**src/rtl/sync_fifo_prog_pkg.sv**
```systemverilog
// Shared FIFO definitions: occupancy-width helper and the status flag bundle.
// async_fifo reuses this package as well.
package fifo_pkg;

    // The count must hold 0..depth inclusive, so it needs one bit more than an address.
    function automatic int fifo_cnt_w(input int depth);
        return $clog2(depth) + 1;
    endfunction

    typedef struct packed {
        logic full;
        logic almost_full;
        logic empty;
        logic almost_empty;
        logic overflow;
        logic underflow;
    } fifo_status_t;

    localparam fifo_status_t FIFO_STATUS_RESET = '{
        full:         1'b0,
        almost_full:  1'b0,
        empty:        1'b1,
        almost_empty: 1'b1,
        overflow:     1'b0,
        underflow:    1'b0
    };

endpackage

```
**src/rtl/sync_fifo_prog_if.sv**
```systemverilog
// Bundle of the FIFO write port, read port, flush and status outputs.
//
// Handshake: a write is taken on a rising edge when wr_en=1 and full=0 at that edge;
// a read is taken when rd_en=1 and empty=0, and its word appears on rd_data with
// rd_valid=1 for exactly the following cycle. flush=1 overrides both requests.
interface sync_fifo_prog_if #(
    parameter int WIDTH = 32,
    parameter int DEPTH = 16
);
    import fifo_pkg::*;

    logic                         flush;
    logic                         wr_en;
    logic [WIDTH-1:0]             wr_data;
    logic                         full;
    logic                         almost_full;
    logic                         rd_en;
    logic [WIDTH-1:0]             rd_data;
    logic                         rd_valid;
    logic                         empty;
    logic                         almost_empty;
    logic [fifo_cnt_w(DEPTH)-1:0] count;
    logic                         overflow;
    logic                         underflow;

    modport master (
        output flush, wr_en, wr_data, rd_en,
        input  full, almost_full, rd_data, rd_valid, empty, almost_empty,
               count, overflow, underflow
    );

    modport slave (
        input  flush, wr_en, wr_data, rd_en,
        output full, almost_full, rd_data, rd_valid, empty, almost_empty,
               count, overflow, underflow
    );

endinterface

```
**src/rtl/sync_fifo_prog_ram.sv**
```systemverilog
// Simple dual-port storage: synchronous write, registered read on read enable.
// The array itself is not reset so it maps onto block or distributed RAM.
module fifo_ram #(
    parameter int WIDTH  = 32,
    parameter int DEPTH  = 16,
    parameter int ADDR_W = $clog2(DEPTH)
) (
    input  logic              clk,
    input  logic              rst,
    input  logic              we,
    input  logic [ADDR_W-1:0] waddr,
    input  logic [WIDTH-1:0]  wdata,
    input  logic              re,
    input  logic [ADDR_W-1:0] raddr,
    output logic [WIDTH-1:0]  rdata
);

    logic [WIDTH-1:0] mem [DEPTH];

    // Storage write port.
    always_ff @(posedge clk) begin
        if (we) begin
            mem[waddr] <= wdata;
        end
    end

    // Read register: loads only on an accepted read, otherwise holds the last word.
    always_ff @(posedge clk or posedge rst) begin
        if (rst) begin
            rdata <= '0;
        end else if (re) begin
            rdata <= mem[raddr];
        end
    end

endmodule

```
**src/rtl/sync_fifo_prog.sv**
```systemverilog
// Single-clock FIFO with programmable almost-full/almost-empty thresholds,
// occupancy count, synchronous flush and sticky overflow/underflow flags.
module sync_fifo_prog #(
    parameter int WIDTH     = 32,
    parameter int DEPTH     = 16,
    parameter int AF_THRESH = 12,
    parameter int AE_THRESH = 4
) (
    input logic             clk,
    input logic             async_rst,
    sync_fifo_prog_if.slave bus
);
    import fifo_pkg::*;

    localparam int ADDR_W = $clog2(DEPTH);
    localparam int CNT_W  = fifo_cnt_w(DEPTH);

    generate
        if ((DEPTH < 4) || ((DEPTH & (DEPTH - 1)) != 0)) begin : g_bad_depth
            $error("sync_fifo_prog: DEPTH must be a power of two and at least 4");
        end
        if (AE_THRESH >= AF_THRESH) begin : g_bad_thresh
            $error("sync_fifo_prog: AE_THRESH must be below AF_THRESH");
        end
    endgenerate

    logic [ADDR_W-1:0] wr_ptr;
    logic [ADDR_W-1:0] rd_ptr;
    logic [CNT_W-1:0]  count_q;
    logic [CNT_W-1:0]  count_next;
    fifo_status_t      status_q;
    fifo_status_t      status_next;
    logic              rd_valid_q;
    logic              wr_acc;
    logic              rd_acc;
    logic [WIDTH-1:0]  rd_data;

    // Accept decisions, next occupancy and next flag values (flags track the new count).
    always_comb begin
        wr_acc      = bus.wr_en & ~status_q.full & ~bus.flush;
        rd_acc      = bus.rd_en & ~status_q.empty & ~bus.flush;
        count_next  = count_q;
        status_next = status_q;
        if (bus.flush) begin
            count_next  = '0;
            status_next = FIFO_STATUS_RESET;
        end else begin
            case ({wr_acc, rd_acc})
                2'b10:   count_next = count_q + CNT_W'(1);
                2'b01:   count_next = count_q - CNT_W'(1);
                default: count_next = count_q;
            endcase
            status_next.full         = (count_next == CNT_W'(DEPTH));
            status_next.almost_full  = (count_next >= CNT_W'(AF_THRESH));
            status_next.empty        = (count_next == '0);
            status_next.almost_empty = (count_next <= CNT_W'(AE_THRESH));
            status_next.overflow     = status_q.overflow  | (bus.wr_en & status_q.full);
            status_next.underflow    = status_q.underflow | (bus.rd_en & status_q.empty);
        end
    end

    // Pointer, occupancy, flag and read-valid registers.
    always_ff @(posedge clk or posedge async_rst) begin
        if (async_rst) begin
            wr_ptr     <= '0;
            rd_ptr     <= '0;
            count_q    <= '0;
            status_q   <= FIFO_STATUS_RESET;
            rd_valid_q <= 1'b0;
        end else begin
            count_q    <= count_next;
            status_q   <= status_next;
            rd_valid_q <= rd_acc;
            if (bus.flush) begin
                wr_ptr <= '0;
                rd_ptr <= '0;
            end else begin
                if (wr_acc) begin
                    wr_ptr <= wr_ptr + ADDR_W'(1);
                end
                if (rd_acc) begin
                    rd_ptr <= rd_ptr + ADDR_W'(1);
                end
            end
        end
    end

    // A read and write never hit the same slot on one edge: reads need a non-empty
    // FIFO and writes need a non-full one, so no bypass path is required.
    fifo_ram #(
        .WIDTH (WIDTH),
        .DEPTH (DEPTH)
    ) u_ram (
        .clk   (clk),
        .rst   (async_rst),
        .we    (wr_acc),
        .waddr (wr_ptr),
        .wdata (bus.wr_data),
        .re    (rd_acc),
        .raddr (rd_ptr),
        .rdata (rd_data)
    );

    assign bus.rd_data      = rd_data;
    assign bus.rd_valid     = rd_valid_q;
    assign bus.count        = count_q;
    assign bus.full         = status_q.full;
    assign bus.almost_full  = status_q.almost_full;
    assign bus.empty        = status_q.empty;
    assign bus.almost_empty = status_q.almost_empty;
    assign bus.overflow     = status_q.overflow;
    assign bus.underflow    = status_q.underflow;

endmodule

```
**src/flat_wrapper.sv**
```systemverilog
// flat-port wrapper written by rule: the top's interface ports become plain ports
module sync_fifo_prog_flat import fifo_pkg::*;
#(
    parameter int WIDTH     = 32,
    parameter int DEPTH     = 16,
    parameter int AF_THRESH = 12,
    parameter int AE_THRESH = 4
)
  (clk, async_rst, bus_flush, bus_wr_en, bus_wr_data, bus_rd_en, bus_full, bus_almost_full, bus_rd_data, bus_rd_valid, bus_empty, bus_almost_empty, bus_count, bus_overflow, bus_underflow);
  sync_fifo_prog_if #(.WIDTH(WIDTH), .DEPTH(DEPTH)) bus_i ();
  input logic clk;
  input logic async_rst;
  input wire logic [$bits(bus_i.flush)-1:0] bus_flush;
  input wire logic [$bits(bus_i.wr_en)-1:0] bus_wr_en;
  input wire logic [$bits(bus_i.wr_data)-1:0] bus_wr_data;
  input wire logic [$bits(bus_i.rd_en)-1:0] bus_rd_en;
  output wire logic [$bits(bus_i.full)-1:0] bus_full;
  output wire logic [$bits(bus_i.almost_full)-1:0] bus_almost_full;
  output wire logic [$bits(bus_i.rd_data)-1:0] bus_rd_data;
  output wire logic [$bits(bus_i.rd_valid)-1:0] bus_rd_valid;
  output wire logic [$bits(bus_i.empty)-1:0] bus_empty;
  output wire logic [$bits(bus_i.almost_empty)-1:0] bus_almost_empty;
  output wire logic [$bits(bus_i.count)-1:0] bus_count;
  output wire logic [$bits(bus_i.overflow)-1:0] bus_overflow;
  output wire logic [$bits(bus_i.underflow)-1:0] bus_underflow;
  assign bus_i.flush = bus_flush;
  assign bus_i.wr_en = bus_wr_en;
  assign bus_i.wr_data = bus_wr_data;
  assign bus_i.rd_en = bus_rd_en;
  assign bus_full = bus_i.full;
  assign bus_almost_full = bus_i.almost_full;
  assign bus_rd_data = bus_i.rd_data;
  assign bus_rd_valid = bus_i.rd_valid;
  assign bus_empty = bus_i.empty;
  assign bus_almost_empty = bus_i.almost_empty;
  assign bus_count = bus_i.count;
  assign bus_overflow = bus_i.overflow;
  assign bus_underflow = bus_i.underflow;
  sync_fifo_prog #(.WIDTH(WIDTH), .DEPTH(DEPTH), .AF_THRESH(AF_THRESH), .AE_THRESH(AE_THRESH)) u_core (.clk(clk), .async_rst(async_rst), .bus(bus_i));
endmodule
```
**config.mk**
```make
export PLATFORM = sky130hd
export DESIGN_NAME = sync_fifo_prog_flat
export DESIGN_NICKNAME = d
export VERILOG_FILES = /design/src/rtl/sync_fifo_prog_pkg.sv /design/src/rtl/sync_fifo_prog_if.sv /design/src/rtl/sync_fifo_prog_ram.sv /design/src/rtl/sync_fifo_prog.sv /design/src/flat_wrapper.sv
export SDC_FILE = /design/constraint.sdc
export NUM_CORES = 1
export LEC_CHECK = 0
export BUFFER_PORTS_ARGS = -buffer_cell sky130_fd_sc_hd__buf_2
export CORE_MARGIN = 2
export CORE_UTILIZATION = 50
export CTS_CLUSTER_DIAMETER = 60
export CTS_CLUSTER_SIZE = 25
export DETAILED_ROUTE_END_ITERATION = 16
export HOLD_SLACK_MARGIN = 0.15
export PLACE_DENSITY = 0.67
export SLEW_MARGIN = 20
export SYNTH_ARGS = -nofsm -noshare
export SYNTH_HDL_FRONTEND = slang
export SYNTH_SLANG_ARGS = --single-unit
export TNS_END_PERCENT = 20
```
**constraint.sdc**
```tcl
create_clock -name clk -period 7.2 [get_ports clk]
set_input_delay 1.44 -clock clk [delete_from_list [all_inputs] [get_ports clk]]
set_output_delay 1.44 -clock clk [all_outputs]
set_load 0.05 [all_outputs]
```
==> impl_metrics.ini <==
[route]
drt-total-wl_um = 44050
first_pass_iters = 5
wl_per_cell_um = 26.96
vias_per_cell = 5.958
vias = 9736
drc_errors = 0
drt_iter0_markers = 1015
drtAntennaViolNets = 0

[timing]
fin_skew_ns = 0.02978
slew_violations = 0
fin_crit_sh_pct = 57.14
whs_ns = 0.4709
finalSetupTns_ns = 0
worst_slew_pin_slew_ns = 0.9909
hold_viol = 0
slew_headroom_pct = 33.94
setup-violations-final = 0
rsz0062_at_grt = no
min_period_ns = 4.114
clock.fmax_ghz = 0.2431

[worst_setup_path]
critPathLaunchType = input pin
cp_num_buf_inv = 1
critPathKind = in -> reg
worstPathArrival_ns = 4.60
critPathSlowestCell = or3b_4
r2r_setup_slack_ns = 3.83
crit_chain = buf_2 -> or3b_4 -> nor2_2 -> xor2_1 -> ha_1 -> a21oi_1 -> nand2_1 -> a311o_1 -> or4_4 -> and2_1 -> a41o_1
path_max_fanout = 38
required_ns = 7.68
crit_family = simple AND/OR/NAND/NOR gates
endpoint_kind = register
slowest_delay_ns = 0.69

[clock_network]
cts_tree = yes
cts_resized = 0
root_buffer = clkbuf_16
cts_buffers = 34
cts_setup_buffers = 0
clock_sinks = 564
h-tree-depth = 2
ctsLongestPathBuffers = 3
worstSkewPairLatency_ns = 0.57
hold_buffers = 0
clk_pin_slew_worst_paths_ns = 0.08

[power_and_ir_drop]
irDropWorstVdd_v = 0.0001521
p_leak_nw = 7.695
powerDensity_nw_per_um2 = 278.2

[layout]
drive_above_1_share_pct = 31.75
nets = 1112
fin_util_pct = 56.53
synthToLayoutAreaGrowth_pct = 10.96

[global_route]
grt_pass1_wl_um = 65480
grt_use_total_pct = 20.45
grt_overflow_total = 0
grt_max_degree = 103
antenna_found_initial = 4
grt_pass1_vias = 10020

[synth]
synth-edff-count = 512
synth_ff_type = edfxtp_1
synth_top_family_by_area = multiplexers
synth_mux_area_share_pct = 16.84
ys_seq_area_share_pct = 77.53
yosysTopAreaCell = edfxtp_1
synthSimpleGateAreaFrac_pct = 3.077
synthTopCellsByCount = 512 x edfxtp_1, 160 x mux4_2, 107 x nand2_1
syn_area_sq_um = 21510
ys_seq_elements = 564
synth_cell_type_count = 40
netlist_instances = 981
async_reset_ff_share_pct = 9.220
synth_nets = 1025
synth.avg_cell_area_sq_um = 21.93
synth_most_common_cell = edfxtp_1
synth_warnings = 0
yosys.area_share.adder_pct = 0.4071
synth_compound_gate_area_share_pct = 0.5874
synthTopCellsByArea = edfxtp_1 71%, mux4_2 17%, dfrtp_1 5.8%, nand2_1 1.9%, clkbuf_1 0.59%
synth_xor_area_share_pct = 0.3664
synth_top_area_share_pct = 71.47

[floorplan]
fp.dieW_um = 211.4
core-area_sq_um = 42230
dieArea_sq_um = 44700
die_h_um = 211.4
rows = 75
ios = 81
initial_core_util_pct = 50.94

[run]
maxCapViolCount = 0

[placed_design]
hpwl_um = 21500
place.gp.congestion = 0.7423
port_buffers = 80

[min_path]
hold_class = reg -> reg

[run_status]
status = finished, final reports clean
sequential cells by signal, summed over array words and instances (netlist names), 4 cells and up:
name and flops:
u_core.u_ram.rdata 32, u_core.bus.count 5, u_core.u_ram.mem 512, u_core.rd_ptr 4, u_core.wr_ptr 4
report_power, final:
part           switching (mW)  internal [mW]
clock network            1.11           1.08
registers              0.0790           3.66
logic                   0.493          0.222
metrics by stage:
stage / setup slack (ns) / instances / total power [mW] / instance area, sq um
after floorplan: 2.615 / 981 / 4.326 / 21510
after CTS: 3.103 / 1632 / 6.712 / 23870
after global routing: 2.892 / 1632 / 6.862 / 23870
final: 3.086 / 1634 / 6.641 / 23870
after global placement: 2.615 / 1571 / 4.536 / 22670
after detailed placement: 2.525 / 1571 / 4.544 / 22670
worst min-delay path: cells and delay by family (launching register included):
kind / cells / cell delay (ns)
flops: 1 / 0.34
simple gates: 2 / 0.10
area by class of cell:
cell class                      instances  area [sq um]
Fill cell                            3075         18360
Sequential cell                       564         16690
Multi-Input combinational cell        356          4688
Clock buffer                           43         925.9
Tap cell                              539         674.4
Timing Repair Buffer                  103         585.6
Clock inverter                         18         267.8
Inverter                                9         35.03
Antenna cell                            2         5.005
final timing paths:
kind                                   startpoint                      to  depth (start not counted)
max                                     bus_flush        u_core.bus.empty                         11
min                        u_core.u_ram.rdata[11]  u_core.u_ram.rdata[11]                          2
max reg2reg                      u_core.bus.empty        u_core.bus.empty                         10
min reg2reg                u_core.u_ram.rdata[11]  u_core.u_ram.rdata[11]                          2
max in group asynchronous               async_rst        u_core.rd_ptr[0]                          3
min in group asynchronous               async_rst     u_core.bus.rd_valid                          3
cells by family (layout without fill, tap and decap cells):
| logic type | count (synthesis) | after routing |
|---|---|---|
| compound gates | 19 | 19 |
| xor+xnor | 9 | 9 |
| fa+ha+maj | 7 | 7 |
| buf+inv | 61 | 173 |
| flops | 564 | 564 |
| mux | 162 | 162 |
| other cells | 0 | 2 |
| simple gates | 159 | 159 |
layout by cell type, fill, tap and decap left out, types with 3 or more instances in the layout:
master,Yosys,final
xor2_1,7,7
buf_2,11,80
inv_1,8,7
nor2_1,28,16
bufinv_16,0,3
ha_1,7,7
buf_4,1,22
inv_12,0,3
nand2_1,107,107
clkinv_8,0,3
a21oi_1,7,7
nor2_4,0,12
inv_8,0,4
clkbuf_1,34,6
mux4_2,160,160
nor3_2,0,4
clkbuf_16,0,35
clkinv_2,1,3
edfxtp_1,512,512
nand2b_1,3,3
dfrtp_1,50,46
layer usage:
layer	track usage, %	part of all wire [%]	up-vias
li1	-	-	4172
met3	3.189	5.3	57
met5	0	0.043	-
met1	29.24	43	5253
met2	33.67	50	250
met4	4.954	1.7	4
Note: power is estimated with default switching activity, not from simulation.
